### src/rtl/n101_uarttx.sv
// n101_uarttx: FIFO-buffered UART transmitter, 8N1/8N2 frames, bit period io_div+1 clocks
module n101_uarttx #(
  parameter int DEPTH = 4
) (
  input  logic        clock,
  input  logic        reset,
  input  logic        io_en,
  input  logic        io_in_valid,
  output logic        io_in_ready,
  input  logic [7:0]  io_in_bits,
  output logic        io_out,
  input  logic [15:0] io_div,
  input  logic        io_nstop,
  output logic        io_busy
);
  localparam int AW = $clog2(DEPTH);
  typedef enum logic {IDLE, SHIFT} state_t;
  state_t r_state, w_state_nx;
  logic [7:0] r_mem [DEPTH];
  logic [AW-1:0] r_wptr, r_rptr;
  logic [AW:0] r_count;
  logic [10:0] r_shift, w_shift_nx;
  logic [3:0] r_bitcnt, w_bitcnt_nx, w_cnt_dec;
  logic [15:0] r_pre, w_pre_nx;
  logic r_out, w_out_nx;
  logic w_push, w_empty, w_bound, w_done, w_load;
  assign io_in_ready = r_count != (AW+1)'(DEPTH);
  assign w_push = io_in_valid & io_in_ready;
  assign w_empty = r_count == '0;
  assign w_bound = r_state == SHIFT && r_pre == '0;
  assign w_cnt_dec = r_bitcnt - 4'd1;
  assign w_done = w_bound && w_cnt_dec == '0;
  // a finishing frame may hand straight over to the next one with no idle gap
  assign w_load = io_en && !w_empty && (r_state == IDLE || w_done);
  assign io_out = r_out;
  assign io_busy = r_state != IDLE || !w_empty;
  always_comb begin
    w_state_nx = r_state;
    w_shift_nx = r_shift;
    w_bitcnt_nx = r_bitcnt;
    w_pre_nx = r_pre;
    w_out_nx = r_out;
    if (w_load) begin
      w_state_nx = SHIFT;
      w_shift_nx = {2'b11, r_mem[r_rptr], 1'b0};
      w_bitcnt_nx = io_nstop ? 4'd11 : 4'd10;
      w_pre_nx = io_div;
      w_out_nx = 1'b0;
    end else if (w_done) begin
      w_state_nx = IDLE;
      w_out_nx = 1'b1;
    end else if (w_bound) begin
      w_bitcnt_nx = w_cnt_dec;
      w_shift_nx = {1'b1, r_shift[10:1]};
      w_out_nx = r_shift[1];
      w_pre_nx = io_div;
    end else if (r_state == SHIFT) begin
      w_pre_nx = r_pre - 16'd1;
    end
  end
  always_ff @(posedge clock) begin
    if (w_push) r_mem[r_wptr] <= io_in_bits;
  end
  always_ff @(posedge clock) begin
    if (reset) begin
      r_state <= IDLE;
      r_wptr <= '0;
      r_rptr <= '0;
      r_count <= '0;
      r_shift <= '1;
      r_bitcnt <= '0;
      r_pre <= '0;
      r_out <= 1'b1;
    end else begin
      r_state <= w_state_nx;
      r_wptr <= r_wptr + AW'(w_push);
      r_rptr <= r_rptr + AW'(w_load);
      r_count <= r_count + (AW+1)'(w_push) - (AW+1)'(w_load);
      r_shift <= w_shift_nx;
      r_bitcnt <= w_bitcnt_nx;
      r_pre <= w_pre_nx;
      r_out <= w_out_nx;
    end
  end
endmodule

### config.mk
export PLATFORM = sky130hd
export DESIGN_NAME = n101_uarttx
export DESIGN_NICKNAME = d
export VERILOG_FILES = /design/src/rtl/n101_uarttx.sv
export SDC_FILE = /design/constraint.sdc
export NUM_CORES = 1
export LEC_CHECK = 0
export CORE_AREA = 2 2 119 63
export CTS_CLUSTER_DIAMETER = 100
export CTS_CLUSTER_SIZE = 16
export DETAILED_ROUTE_END_ITERATION = 10
export DIE_AREA = 0 0 121 65
export PLACE_DENSITY_LB_ADDON = 0.05
export SLEW_MARGIN = 20
export SYNTH_ARGS = -nofsm -noshare
export SYNTH_HDL_FRONTEND = slang
export SYNTH_SLANG_ARGS = --single-unit
### constraint.sdc
create_clock -name clock -period 3 [get_ports clock]
set_input_delay 0.3 -clock clock [delete_from_list [all_inputs] [get_ports clock]]
set_output_delay 0.3 -clock clock [all_outputs]
set_load 0.02 [all_outputs]
### After elaboration in Yosys (flattened, before gate mapping)

Memories as Yosys holds them, arrays and structs flattened. A register that Yosys moved wholly into a read port is not among the register bits.
Cells that the tools add are included.

| cells by class | value |
|---|---|
| add/subtract/negate cells | 6 |
| equal/unequal tests | 2 |
| multiplexer cells | 19 |
| bitwise logic cells | 2 |
| reductions and logical operators | 16 |

Operators with widths:

| operator | number |
|---|---|
| two-way mux 16 bit | 4 |
| two-way mux 9 bit | 3 |
| zero test 16 bit | 1 |
| subtractor 16 x 1 -> 16 bit (second input constant) | 1 |
| two-way mux 4 bit | 3 |
| two-way mux 1 bit | 8 |
| nonzero test 3 bit | 2 |
| adder 2 x 1 -> 2 bit | 2 |
| logical AND 1 bit | 4 |
| zero test 4 bit | 1 |
| AND reduction 2 bit | 2 |
| nonzero test 2 bit | 2 |
| subtractor 4 x 1 -> 4 bit (second input constant) | 1 |
| adder 3 x 1 -> 3 bit | 1 |
| zero test 3 bit | 1 |
| != test 3 bit (second input constant) | 1 |
| subtractor 3 x 1 -> 3 bit | 1 |
| logical OR 1 bit | 2 |
| two-way mux 2 bit | 1 |
| != test 2 x 1 -> 1 bit (second input constant) | 1 |
| AND 1 bit | 1 |
| zero test 1 bit | 1 |
| inverter 1 bit | 1 |

| storage, ports and cells | value |
|---|---|
| register bits after elaboration | 38 |
| bits in writable memories | 32 |
| bits of input ports | 29 |
| logic and storage cells | 54 |
| memories | 1 |

Memories:

| memory | words | width | rd ports | clocked after Yosys merged registers in | wr ports | line | RTL |
|---|---|---|---|---|---|---|---|
| r_mem | 4 | 8 | 1 | 1 | 1 | 19 | `logic [7:0] r_mem [DEPTH];` |

### Logic depth before layout (Yosys ltp)

Gate-level depths: netlist (run 1).

| depth | value |
|---|---|
| depth after elaboration | 7 |
| gate-level depth with buffers | 18 |
| depth with buffers taken out | 15 |

### Least setup slack after synthesis (run 1)

OpenSTA, ideal clock, no wires.

| path | value |
|---|---|
| path kind | register to register |
| from | register r_pre[0] |
| to | register r_count[2] |
| setup time | 0.128 ns |
| data arrival time | 2.922 ns |
| path slack | -0.050 ns |
| cell stages (with the launch flop) | 19 |
| path buffers | 3 |
| period minus slack after synthesis | 3.050 ns |
| path through | dfxtp_1 inv_1 ha_1 nor3b_2 and4b_1 buf_6 and3_4 buf_6 a21oi_4 inv_4 buf_8 ha_1 inv_1 ha_1 inv_1 fa_1 xor2_1 xnor2_1 nor2_1 |

| on the way | value |
|---|---|
| longest elaborated chain between the ends | 6 |

RTL lines:

| item | line | RTL |
|---|---|---|
| from (decl) | 24 | `logic [15:0] r_pre, w_pre_nx;` |
| from (signal assigned) | 81 | `r_pre <= w_pre_nx;` |
| zero test 16 bit | 30 | `assign w_bound = r_state == SHIFT && r_pre == '0;` |
| logical AND 1 bit | 30 |  |
| logical AND 1 bit | 32 | `assign w_done = w_bound && w_cnt_dec == '0;` |
| logical OR 1 bit | 34 | `assign w_load = io_en && !w_empty && (r_state == IDLE \|\| w_done);` |
| logical AND 1 bit | 34 |  |
| named net w_load | 26 | `logic w_push, w_empty, w_bound, w_done, w_load;` |
| subtractor 3 x 1 -> 3 bit | 78 | `r_count <= r_count + (AW+1)'(w_push) - (AW+1)'(w_load);` |
| to (signal assigned) | 78 |  |
| to (decl) | 21 | `logic [AW:0] r_count;` |

The timed path passes the listed nets, and every way through them passes these cells.
A chain may end at the register's enable or synchronous reset.

### Final worst setup path (run 1)

| path | value |
|---|---|
| from | register r_pre[0] |
| to | register r_count[2] |

| on the way | value |
|---|---|
| longest elaborated chain between the ends | 6 |

RTL lines:

| item | line |
|---|---|
| zero test 16 bit | 30 |
| logical AND 1 bit | 30 |
| logical AND 1 bit | 32 |
| logical OR 1 bit | 34 |
| logical AND 1 bit | 34 |
| subtractor 3 x 1 -> 3 bit | 78 |

No other way between the ends.

==> impl_results.md, run 1 <==
* Share of cells above drive strength 1 at 18.8%
* WHS at 494 ps
* Clock-pin slew of the registers on the worst-case setup and hold paths at 60 ps
* Die Height at around 65 um
* First-pass GRT wire length at ~12 mm
* Busiest layer in global routing: met1
* R2R depth at 15
* Drt first pass iters at 4
* Syn_area_per_cell at 11.0 um^2
* Final Hold Fails at 0
* Worst slew pin tran at 603 ps
* Post-DP HPWL at 5.45 mm
* I/O pin count at 32
* Total Power at between 0.004 and 0.005 W
* Clk buf depth at 2
* Post-synth EDFFs at 32
* Worst Path Required at between 3000 and 4000 ps
* PD cells at 1130 nW/um^2
* Number of max-cap violations at 0
* Die width at 121 um
* Flops & latches, synth at 69
* Fin. max-slew vios at 0
* Initial core utilization at between 50% and 60%
* Worst skew pair latency at 340 ps
* GPL Wtd Cong at 0.790
* Area leader, netlist: edfxtp_1
* GRT met3 Usage at 6.34%
* Hold path depth at 2
* Vias in the first global route at 2,358
* # H-tree levels at 3
* Die footprint at 7870 um^2
* Number of diodes at 0
* Leakage at 1.49 nW
* Clock root cell: clkbuf_16
* Gr ovfl total at 0
* Drt first-iter violations at about 250
* Largest net degree at the start of global routing at 36
* Skew final at roughly 10 ps
* DR DRC count at 0
* Port bufs at 31
* Util after Layout at 60.1%
* YS warnings at 0
* Maximum fanout along the worst path at 8
* CTS sink cnt at 69
* Core box area at 6960 um^2
* Worst EP arrival at 3020 ps
* Met1 track utilization from global routing at 35.4%
* Routed len/inst at between 15 and 20 um
* Vias per std cell at 5.52
* Tcrit/Tclk final at between 90 and 100%
* Sequential share of the synthesized area at 48.7%
* Post-Route WL at 7.58 mm
* Final ANT Viol Nets at 0
* Post-CTS Hold Fix Bufs at 0
* Mapped cell area at 3500 um^2
* Main synth FF type: dfxtp_1
* CP Class: flip-flop to flip-flop
* Unique cell type count in the Yosys netlist at 61
* RR Endpoint: r_count[2]
* # setup viols final at 0
* Initial antenna violation count at 0
* Hold EP: io_out
* CP endpoint kind: flip-flop
* Worst vdd ir at 0.518 mV
* Total GRT Usage at about a fifth
* Reg2reg setup slack at 190 ps
* Fin area at between 4000 and 5000 um^2
* Status: finished clean
* Syn Nets at 355
* Area after DPL at slightly below 4000 um^2
* Vias at approximately 2,500
* Max Fclk at 356 MHz
* Setup TNS at 0 ps
* Fin nets at 394
* Reg2reg start: r_pre[0]
* Unrepaired setup endpoints after global routing: no
* Synth top area share at 27.5%
* Top cells by area, synth: edfxtp_1 27%, dfxtp_1 21%, mux4_2 5.2%
* Startpoint class of the critical path: flip-flop
* # rows at 22
* Hold Startpoint: io_out
* Relative slew slack at 59.7%
* Global routing usage on met2 at 25.1%
* Area Overhead vs Synth at 19.6%
* HP Class: flip-flop to flip-flop
* Cts bufs inserted at 9
* CTS tree: yes
* Asr flop ratio synth at 0%
* Crit path time final at between 2000 and 3000 ps
* Post-Synthesis Cells at 318
[cell families after synthesis]
kind of cell | Yosys count | share of synthesized area [%]
flops | 69 | 48.7
xor+xnor | 4 | 1.00
simple gates | 106 | 17.7
mux | 10 | 5.80
buf+inv | 30 | 5.76
fa+ha+maj | 8 | 3.08
compound gates | 91 | 18.0
[synthesized netlist by cell type, types with 7 or more instances]
cell,n
a21oi_1,29
o21ai_0,21
mux4_2,8
edfxtp_1,32
ha_1,7
nand2_1,20
o21ai_1,12
and2_1,12
inv_1,10
a211oi_2,7
dfxtp_1,37
nor2_1,32
[final cells by class]
type	instances	area, um^2
Clock buffer	13	240
Clock inverter	3	46.3
Fill cell	574	2780
Inverter	11	43.8
Multi-Input combinational cell	219	1600
Sequential cell	69	1710
Tap cell	96	120
Timing Repair Buffer	47	430
[layer usage]
metal,routed length (um),vias up
li1,-,1248
met1,4350,1222
met2,2820,49
met3,335,7
met4,70,0
met5,0,-
[report_power, final]
| group | switching, W | internal, W |
|---|---|---|
| Clock | 0.000377 | 0.000645 |
| Sequential | 0.000254 | 0.00121 |
| Combinational | 0.00123 | 0.00100 |
| Total | 0.00186 | 0.00286 |
[stage by stage]
step,setup slack [ps],std cells
CTS,127,457
finish,192,458
global route,28.4,458
global placement,211,441
floorplan,2.06,318
detailed placement,159,441
[cell usage in the layout, fill, tap and decap left out, drive strengths merged, types with 7 or more instances in the layout]
| cell | netlist | routed |
|---|---|---|
| dfxtp | 37 | 37 |
| nand2 | 21 | 21 |
| nor3 | 7 | 7 |
| a211oi | 9 | 9 |
| buf | 14 | 16 |
| ha | 7 | 7 |
| o21ai | 34 | 34 |
| nor2 | 33 | 33 |
| mux4 | 8 | 8 |
| clkbuf | 5 | 13 |
| and2 | 12 | 12 |
| inv | 11 | 11 |
| edfxtp | 32 | 32 |
| nor3b | 8 | 8 |
| clkdlybuf4s50 | 0 | 31 |
| a21oi | 31 | 31 |
[registers in the layout, indices dropped and copies added (netlist names)]
name      flops
r_wptr        2
r_pre        16
r_bitcnt      4
r_state       1
r_mem        32
io_out        1
r_shift       8
r_count       3
r_rptr        2
[critical path, stage by stage (launching register included)]
cell and delay [ps]:
dfxtp_2 350, inv_1 70, ha_2 200, nor3b_2 170, and4b_1 200, and3_4 210
a21oi_4 200, inv_4 40, ha_1 280, inv_1 50, ha_1 130, inv_1 50
fa_1 370, xor2_1 180, xnor2_1 140, nor2_1 50
[how the worst max path moves through the flow]
| stage | startpoint | cells past startpoint | end | slack [ps] |
|---|---|---|---|---|
| floorplan | r_pre[0] | 18 | r_count[2] | 2 |
| global placement | r_bitcnt[0] | 15 | r_count[2] | 210 |
| detailed placement | r_bitcnt[0] | 15 | r_count[2] | 160 |
| CTS | r_bitcnt[0] | 15 | r_count[2] | 130 |
| global route | r_pre[0] | 15 | r_count[2] | 30 |
| finish | r_pre[0] | 15 | r_count[2] | 190 |
[what timing repair did]
item | CTS | global route
gates resized for setup | 0 | 4
setup endpoints to repair | 0 | 1
buffers inserted | 0 | 1
Power figures use the tool's default switching activity.
==> inputs of run 2 (changes only) <==
--- a/config.mk
+++ b/config.mk
@@ -10,6 +10,7 @@
 export CTS_CLUSTER_SIZE = 16
 export DETAILED_ROUTE_END_ITERATION = 10
 export DIE_AREA = 0 0 121 65
+export MAX_ROUTING_LAYER = met4
 export PLACE_DENSITY_LB_ADDON = 0.05
 export SLEW_MARGIN = 20
 export SYNTH_ARGS = -nofsm -noshare
==> impl_results.md, run 2 (same netlist as run 1, synthesis figures left out) <==
* Clock root cell: clkbuf_16 (unchanged)
* Post-DP HPWL at 5.45 mm (unchanged)
* Gr ovfl total at 0 (unchanged)
* Area after DPL at 3880 um^2 (unchanged)
* Number of max-cap violations at 0 (unchanged)
* Initial core utilization at 50.2% (unchanged)
* Core box area at 6960 um^2 (unchanged)
* Hold Startpoint: io_out (unchanged)
* Status: finished clean (unchanged)
* Area Overhead vs Synth at 19.6% (unchanged)
* Vias at 2,514 (was 2,526)
* Startpoint class of the critical path: flip-flop (unchanged)
* Die width at 121 um (unchanged)
* Final Hold Fails at 0 (unchanged)
* Leakage at 1.49 nW (unchanged)
* Setup TNS at 0 ps (unchanged)
* Total GRT Usage at 22.0% (was 21.4%)
* Final ANT Viol Nets at 0 (unchanged)
* Maximum fanout along the worst path at 8 (unchanged)
* Reg2reg setup slack at 190 ps (about the same)
* Share of cells above drive strength 1 at 18.8% (unchanged)
* Drt first pass iters at 5 (was 4)
* Reg with most FFs: r_mem (unchanged)
* RR Endpoint: r_count[2] (unchanged)
* CTS sink cnt at 69 (unchanged)
* Fin area at 4180 um^2 (unchanged)
* Reg2reg start: r_pre[0] (unchanged)
* Cts bufs inserted at 9 (unchanged)
* Vias per std cell at 5.49 (was 5.52)
* Max Fclk at 356 MHz (about the same)
* Initial antenna violation count at 0 (unchanged)
* HP Class: flip-flop to flip-flop (unchanged)
* Worst Path Required at 3210 ps (about the same)
* Total Power at 0.00473 W (was 0.00472 W)
* Worst slew pin tran at 601 ps (was 603 ps)
* Routed len/inst at 16.6 um (was 16.5 um)
* Largest net degree at the start of global routing at 36 (unchanged)
* Worst skew pair latency at 330 ps (was 340 ps)
* Tcrit/Tclk final at 93.7% (was 93.6%)
* Commonest cells after routing, fill and taps aside: 34 x dfxtp_1, 32 x nor2_1, 32 x edfxtp_1 (unchanged)
* Number of diodes at 0 (unchanged)
* # rows at 22 (unchanged)
* # setup viols final at 0 (unchanged)
* Skew final at 10.2 ps (was 9.95 ps)
* First-pass GRT wire length at 12.5 mm (unchanged)
* DR DRC count at 0 (unchanged)
* Max reg flops at 32 (unchanged)
* R2R depth at 15 (unchanged)
* GPL Wtd Cong at 0.801 (was 0.790)
* Worst vdd ir at 0.519 mV (was 0.518 mV)
* Die footprint at 7870 um^2 (unchanged)
* Clock-pin slew of the registers on the worst-case setup and hold paths at 60 ps (about the same)
* Drt first-iter violations at 258 (was 253)
* Crit path time final at 2810 ps (about the same)
* Vias in the first global route at 2,356 (was 2,358)
* Filler cells at 574 (unchanged)
* Worst EP arrival at 3020 ps (about the same)
* I/O pin count at 32 (unchanged)
* # H-tree levels at 3 (unchanged)
* Relative slew slack at 59.9% (was 59.7%)
* Clk buf depth at 2 (unchanged)
* Most common cell after layout, fill and taps aside: dfxtp_1 (unchanged)
* Fin. max-slew vios at 0 (unchanged)
* Die Height at 65 um (unchanged)
* CP Class: flip-flop to flip-flop (unchanged)
* Hold EP: io_out (unchanged)
* CP endpoint kind: flip-flop (unchanged)
* Hold path depth at 2 (unchanged)
* Port bufs at 31 (unchanged)
* Largest regs: r_mem x32, r_pre x16, r_shift x8 (unchanged)
* CTS tree: yes (unchanged)
* Unrepaired setup endpoints after global routing: no (unchanged)
* PD cells at 1130 nW/um^2 (about the same)
* Fin nets at 394 (unchanged)
* Post-Route WL at 7.58 mm (about the same)
run 2: cell counts in the layout (fill, tap and decap cells not counted):
Identical to the previous run, type by type.
run 2: area by class of cell:
type | count | area, um^2 | share of cell area (%)
tap | 96 | 120 | 2.87
timing repair buffer | 47 | 430 | 10.3
multi-input combinational | 219 | 1600 | 38.2
clock buffer | 13 | 240 | 5.74
sequential | 69 | 1710 | 40.8
clock inverter | 3 | 46.3 | 1.11
inverter | 11 | 43.8 | 1.05
run 2: critical path, stage by stage, from the launching register on:
cell	delay (ps)
dfxtp_2	350
inv_1	70
ha_2	200
nor3b_2	170
and4b_1	200
and3_4	210
a21oi_4	210
inv_4	40
ha_1	280
inv_1	50
ha_1	130
inv_1	50
fa_1	370
xor2_1	180
xnor2_1	140
nor2_1	60
run 2: timing repair:
item / in CTS / in global routing
hold buffers: 0 / 0
setup buffers: 0 / 1
resized for setup: 0 / 4
setup endpoints to repair: 0 / 1
run 2: power breakdown:
group / switching (W) / total (W) / internal (W)
clock: 0.000376 / 0.00102 / 0.000645
combinational: 0.00124 / 0.00224 / 0.00100
sequential: 0.000253 / 0.00147 / 0.00121
total: 0.00186 / 0.00473 / 0.00286
run 2: worst max-delay path by stage:
stage / start / to / slack (ps) / cells past startpoint
3_5_place_dp: r_bitcnt[0] / r_count[2] / 160 / 15
2_1_floorplan: r_pre[0] / r_count[2] / 2 / 18
5_1_grt: r_pre[0] / r_count[2] / 30 / 15
4_1_cts: r_bitcnt[0] / r_count[2] / 130 / 15
3_3_place_gp: r_bitcnt[0] / r_count[2] / 210 / 15
6_report: r_pre[0] / r_count[2] / 190 / 15
run 2: routing by layer:
layer / vias to the layer above / track usage, % / part of all wire [%]
met3: 7 / 6.16 / 5.4
li1: 1250 / - / -
met5: - / - / 0
met2: 58 / 25.1 / 37
met4: 0 / 6.54 / 0.83
met1: 1199 / 35.5 / 57
run 2: stage by stage:
stage               cells  worst slack, ps  hold WS [ps]  util, %
finish                458              189           493     60.1
global route          458             28.4           504     60.1
CTS                   457              127           498     59.9
detailed placement    441              159           481     55.8
global placement      441              211           474     55.8
floorplan             318             2.06           399        -
